[config.mk]
export PLATFORM = sky130hd
export DESIGN_NAME = stencil_output_collector_flat
export DESIGN_NICKNAME = d
export VERILOG_FILES = /design/src/rtl/stencil_output_collector_if.sv /design/src/rtl/stencil_output_collector.sv /design/src/flat_wrapper.sv
export SDC_FILE = /design/constraint.sdc
export NUM_CORES = 1
export LEC_CHECK = 0
export BUFFER_PORTS_ARGS = -buffer_cell sky130_fd_sc_hd__buf_2
export CAP_MARGIN = 10
export CORE_UTILIZATION = 66
export CTS_BUF_LIST = sky130_fd_sc_hd__clkbuf_4
export DETAILED_ROUTE_END_ITERATION = 8
export PLACE_DENSITY_LB_ADDON = 0.1
export SLEW_MARGIN = 5
export SYNTH_ARGS = -nofsm -noshare
export SYNTH_HDL_FRONTEND = slang
export SYNTH_SLANG_ARGS = --single-unit
[constraint.sdc]
create_clock -name clk -period 6.5 [get_ports clk]
set_input_delay 1.3 -clock clk [delete_from_list [all_inputs] [get_ports clk]]
set_output_delay 1.3 -clock clk [all_outputs]
set_load 0.05 [all_outputs]
[src/rtl/stencil_output_collector_if.sv]
// Connection bundle for the stencil output collector: raw pipeline strobe in,
// cropped valid/ready stream plus status out.
interface stencil_output_collector_if #(
  parameter int WIDTH = 16,
  parameter int DEPTH = 4
);
  logic                     out_output_write_en;
  logic [WIDTH-1:0]         out_output_write;
  logic                     m_valid;
  logic                     m_ready;
  logic [WIDTH-1:0]         m_data;
  logic                     m_last;
  logic                     frame_done;
  logic                     overflow;
  logic [$clog2(DEPTH):0]   level;

  // The collector is the master of the downstream stream.
  modport master (
    input  out_output_write_en, out_output_write, m_ready,
    output m_valid, m_data, m_last, frame_done, overflow, level
  );

  modport slave (
    output out_output_write_en, out_output_write, m_ready,
    input  m_valid, m_data, m_last, frame_done, overflow, level
  );
endinterface

[src/rtl/stencil_output_collector.sv]
// Crops the invalid leading rows/columns of a stencil pipeline's output and
// buffers the surviving pixels in a small FIFO behind a valid/ready stream.
module stencil_output_collector #(
  parameter int WIDTH = 16,
  parameter int IMG_W = 64,
  parameter int IMG_H = 64,
  parameter int CROP  = 4,
  parameter int DEPTH = 4
) (
  input  logic                        clk,
  input  logic                        reset,
  stencil_output_collector_if.master  bus
);

  localparam int CW = $clog2(IMG_W);
  localparam int RW = $clog2(IMG_H);
  localparam int PW = $clog2(DEPTH);
  localparam int LW = PW + 1;

  localparam logic [CW-1:0] COL_MAX  = CW'(IMG_W - 1);
  localparam logic [RW-1:0] ROW_MAX  = RW'(IMG_H - 1);
  localparam logic [CW-1:0] CROP_COL = CW'(CROP);
  localparam logic [RW-1:0] CROP_ROW = RW'(CROP);
  localparam logic [LW-1:0] FULL_LVL = LW'(DEPTH);

  logic [CW-1:0]  col;
  logic [RW-1:0]  row;
  logic [PW-1:0]  wr_ptr;
  logic [PW-1:0]  rd_ptr;
  logic [LW-1:0]  level_q;
  logic [WIDTH:0] mem [DEPTH];
  logic           frame_done_q;
  logic           overflow_q;

  logic at_col_end;
  logic at_row_end;
  logic pix_last;
  logic kept;
  logic full;
  logic pop;
  logic push;
  logic drop;

  // Keep/last decisions use the counter values before this strobe advances them.
  always_comb begin
    at_col_end = 1'b0;
    at_row_end = 1'b0;
    pix_last   = 1'b0;
    kept       = 1'b0;
    full       = 1'b0;
    pop        = 1'b0;
    push       = 1'b0;
    drop       = 1'b0;

    at_col_end = (col == COL_MAX);
    at_row_end = (row == ROW_MAX);
    pix_last   = at_col_end && at_row_end;
    kept       = bus.out_output_write_en && (col >= CROP_COL) && (row >= CROP_ROW);
    full       = (level_q == FULL_LVL);
    pop        = (level_q != '0) && bus.m_ready;
    push       = kept && (!full || pop);
    drop       = kept && full && !pop;
  end

  always_ff @(posedge clk or posedge reset) begin
    if (reset) begin
      col <= '0;
      row <= '0;
    end else if (bus.out_output_write_en) begin
      if (at_col_end) begin
        col <= '0;
        row <= at_row_end ? '0 : row + 1'b1;
      end else begin
        col <= col + 1'b1;
      end
    end
  end

  // Storage is cleared on reset so the head reads as zero while empty.
  always_ff @(posedge clk or posedge reset) begin
    if (reset) begin
      wr_ptr  <= '0;
      rd_ptr  <= '0;
      level_q <= '0;
      for (int i = 0; i < DEPTH; i++) begin
        mem[i] <= '0;
      end
    end else begin
      if (push) begin
        mem[wr_ptr] <= {bus.out_output_write, pix_last};
        wr_ptr      <= wr_ptr + 1'b1;
      end
      if (pop) begin
        rd_ptr <= rd_ptr + 1'b1;
      end
      unique case ({push, pop})
        2'b10:   level_q <= level_q + 1'b1;
        2'b01:   level_q <= level_q - 1'b1;
        default: level_q <= level_q;
      endcase
    end
  end

  always_ff @(posedge clk or posedge reset) begin
    if (reset) begin
      frame_done_q <= 1'b0;
      overflow_q   <= 1'b0;
    end else begin
      frame_done_q <= bus.out_output_write_en && pix_last;
      if (drop) begin
        overflow_q <= 1'b1;
      end
    end
  end

  assign bus.m_valid              = (level_q != '0);
  assign {bus.m_data, bus.m_last} = mem[rd_ptr];
  assign bus.frame_done           = frame_done_q;
  assign bus.overflow             = overflow_q;
  assign bus.level                = level_q;

endmodule

[src/flat_wrapper.sv]
// flat-port wrapper written by rule: the top's interface ports become plain ports
module stencil_output_collector_flat 
#(
  parameter int WIDTH = 16,
  parameter int IMG_W = 64,
  parameter int IMG_H = 64,
  parameter int CROP  = 4,
  parameter int DEPTH = 4
)
  (clk, reset, bus_out_output_write_en, bus_out_output_write, bus_m_ready, bus_m_valid, bus_m_data, bus_m_last, bus_frame_done, bus_overflow, bus_level);
  stencil_output_collector_if #(.WIDTH(WIDTH), .DEPTH(DEPTH)) bus_i ();
  input  logic clk;
  input  logic reset;
  input wire logic [$bits(bus_i.out_output_write_en)-1:0] bus_out_output_write_en;
  input wire logic [$bits(bus_i.out_output_write)-1:0] bus_out_output_write;
  input wire logic [$bits(bus_i.m_ready)-1:0] bus_m_ready;
  output wire logic [$bits(bus_i.m_valid)-1:0] bus_m_valid;
  output wire logic [$bits(bus_i.m_data)-1:0] bus_m_data;
  output wire logic [$bits(bus_i.m_last)-1:0] bus_m_last;
  output wire logic [$bits(bus_i.frame_done)-1:0] bus_frame_done;
  output wire logic [$bits(bus_i.overflow)-1:0] bus_overflow;
  output wire logic [$bits(bus_i.level)-1:0] bus_level;
  assign bus_i.out_output_write_en = bus_out_output_write_en;
  assign bus_i.out_output_write = bus_out_output_write;
  assign bus_i.m_ready = bus_m_ready;
  assign bus_m_valid = bus_i.m_valid;
  assign bus_m_data = bus_i.m_data;
  assign bus_m_last = bus_i.m_last;
  assign bus_frame_done = bus_i.frame_done;
  assign bus_overflow = bus_i.overflow;
  assign bus_level = bus_i.level;
  stencil_output_collector #(.WIDTH(WIDTH), .IMG_W(IMG_W), .IMG_H(IMG_H), .CROP(CROP), .DEPTH(DEPTH)) u_core (.clk(clk), .reset(reset), .bus(bus_i));
endmodule
==> impl_metrics.tcl <==
set metrics [dict create \
    crit_required_ns 5.20 \
    rsz0062_at_grt "false" \
    post_drt_via_cell_ratio 5.93 \
    cp-end-kind "output pin" \
    grt.overflow.total 0 \
    syn_area_um2 4330 \
    synthTopCellsByArea "dfrtp_1 51%, mux2_4 14%, mux4_2 8.8%, mux2_2 7.8%, nor4_4 2.9%" \
    reg2reg_depth 9 \
    grt_use_total_pct 23.4 \
    yosysWarnings 0 \
    ys_ff_latch 89 \
    hold_violations 0 \
    synth.distinct_cells 32 \
    wl_per_cell_um 18.0 \
    synth_edf_count 0 \
    vdd_drop_max_v 0.000440 \
    p_leak_nw 2.11 \
    rr_startpoint "u_core.bus.level[0]" \
    cts_resized 0 \
    rrSetupSlack_ns 3.91 \
    grt_pass1_wl_um 12500 \
    arrival_ns 2.05 \
    start_util_pct 68.2 \
    final_cell_area_um2 4720 \
    relSlewSlack_pct 27.7 \
    drt_iter0_markers 134 \
    period_share_pct 51.6 \
    fin_tns_setup_ns 0 \
    cts.path.max_buffers 2 \
    drt_drc_violations_left 0 \
    yosys.area.top_type "dfrtp_1" \
    setup_viol 0 \
    switching_share_pct 42.9 \
    synth_compound_area_share_pct 2.48 \
    yosysMostFrequentCell "dfrtp_1" \
    clkPwrFrac_pct 10.1 \
    dpl.hpwl_um 4750 \
    synth_top_family_by_area "multiplexers" \
    min_path_cells 1 \
    io-pin-count 43 \
    htreeDepth 3 \
    clk_pin_slew_worst_paths_ns 0.13 \
    crit_path_start_kind "register" \
    clock_skew_ns 0.0198 \
    power_density_nw_per_um2 556 \
    antenna_left 0 \
    combPwrFrac_pct 51.9 \
    placed_cell_area_um2 4610 \
    cts_root_buf "clkbuf_4" \
    worstSkewPairLatency_ns 0.42 \
    hold_path_end "u_core.bus.overflow" \
    synth_fa_ha_area_share_pct 3.06 \
    syn2layout_area_growth_pct 9.10 \
    fp-row-count 29 \
    internal-power_w 0.00150 \
    dr.pass1.iters 4 \
    min_path_type "register to register" \
    synth_ff_type "dfrtp_1" \
    synthSimpleGateAreaFrac_pct 6.82 \
    wl_um 7300 \
    tightest_slew_ns 1.08 \
    die_area_um2 6890 \
    portBuffers 42 \
    muxShareOfSynthArea_pct 31.0 \
    numCtsBuffers 9 \
    gp_congestion 0.783 \
    period_needed_ns 3.35 \
    grt_pass1_vias 2527 \
    num_vias 2409 \
    min-delay-start "u_core.bus.overflow" \
    syn_inst 276 \
    cp_max_fo 15 \
    r2r_end "u_core.bus.level[2]" \
    drv_slew 0 \
    synth_xor_xnor_area_share_pct 2.22 \
    switching_power_w 0.00113 \
    fin_util_pct 74.4 \
    synth_commonest_cells "89 x dfrtp_1, 40 x mux2_4, 30 x mux2_2, 17 x mux4_2, 14 x inv_1" \
    async_reset_ff_share_pct 100 \
    maxCapViolCount 0 \
    tritoncts "done" \
    drive_above_1_share_pct 48.6 \
    nets 354 \
    clock-sinks 89 \
    synth-seq-area-share_pct 51.4 \
    antenna_cells 0 \
    cts_hold_buf 0 \
    status "complete, no violations" \
    worstSetupStartpoint "u_core.rd_ptr[0]" \
    timing.fmax_ghz 0.298 \
    synth_nets 306 \
    synth_top_area_share_pct 51.4 \
    antenna_found_initial 0 \
    core_um2 6350 \
    dieWidth_um 83 \
    power_frac_seq_pct 38.0 \
    post_cts_buffers 0 \
    syn_avg_cell_area_um2 15.7 \
    critPathKind "register to output pin" \
    dieHeight_um 83 \
    grt_start_max_net_pins 90 \
]
[area by class of cell]
class	instances	area, µm²
inverters	14	53.8
repair buffers	48	255
flip-flops and latches	89	2230
clock buffers	10	75.1
multi-input cells	162	1970
well taps	77	96.3
clock inverters	6	43.8
fillers	413	1630
[kinds of logic (layout without fill, tap and decap cells)]
logic type / after synthesis / in the layout
mux: 89 / 89
flops: 89 / 89
simple gates: 36 / 36
buf+inv: 25 / 78
compound gates: 16 / 16
xor+xnor: 11 / 11
fa+ha+maj: 10 / 10
[cells in the final DEF (no fill, tap or decap)]
| master | count |
|---|---|
| a21oi_1 | 2 |
| a31o_2 | 1 |
| a31oi_1 | 1 |
| and4_2 | 1 |
| buf_2 | 42 |
| buf_4 | 6 |
| clkbuf_4 | 10 |
| clkinv_1 | 1 |
| clkinv_2 | 1 |
| clkinv_4 | 1 |
| clkinvlp_4 | 3 |
| dfrtp_1 | 89 |
| fa_1 | 1 |
| ha_1 | 9 |
| inv_1 | 13 |
| inv_6 | 1 |
| mux2_2 | 30 |
| mux2_4 | 40 |
| mux2i_1 | 2 |
| mux4_2 | 17 |
| nand2_1 | 10 |
| nand3_1 | 4 |
| nand4_1 | 4 |
| nor2_1 | 4 |
| nor3_1 | 3 |
| nor4_1 | 1 |
| nor4_4 | 6 |
| nor4b_1 | 1 |
| nor4b_4 | 1 |
| o2111ai_1 | 1 |
| o21ai_0 | 6 |
| o31a_1 | 2 |
| o41ai_1 | 3 |
| or3_1 | 1 |
| xnor2_1 | 5 |
| xor2_1 | 6 |
[metal layers]
layer	up-vias	GRT usage, %	routed length (µm)
li1	1107	-	-
met1	1249	32.8	3340
met2	47	36.4	3590
met3	6	4.87	280
met4	0	9.25	86
met5	-	0	0
[worst max-delay path, stage by stage, from the launching register on]
cell	delay (ns)
dfrtp_1	0.49
buf_4	0.36
mux4_2	0.56
buf_2	0.23
[sequential cells by signal (all words and copies together), names as in the netlist]
signal                 cells
u_core.mem                68
u_core.col                 6
u_core.row                 6
u_core.bus.level           3
u_core.rd_ptr              2
u_core.wr_ptr              2
u_core.bus.frame_done      1
u_core.bus.overflow        1
[power groups by stage]
stage,combinational (W),sequential (W),clock [W]
finish,0.00136,0.000997,0.000265
global route,0.00144,0.00103,0.000302
CTS,0.00138,0.000996,0.000276
detailed placement,0.00137,0.00101,0
global placement,0.00135,0.000991,0
floorplan,0.00117,0.000963,0
[how the worst max path moves through the flow]
stage,slack (ns),depth (start not counted),endpoint
global placement,3.14,10,u_core.bus.level[2]
CTS,3.09,3,bus_m_data[4]
finish,3.15,3,bus_m_data[5]
detailed placement,3.04,10,u_core.bus.level[2]
floorplan,2.89,1,u_core.bus.frame_done
global route,2.98,3,bus_m_data[5]
[stage by stage]
step	hold WS, ns	setup slack [ns]	cells	total power, W
finish	0.481	3.15	406	0.00263
global route	0.508	2.98	406	0.00277
CTS	0.488	3.09	406	0.00265
detailed placement	0.457	3.04	390	0.00238
global placement	0.451	3.14	390	0.00234
floorplan	0.475	2.89	276	0.00213
No activity file was read; power rests on OpenSTA's default activity.
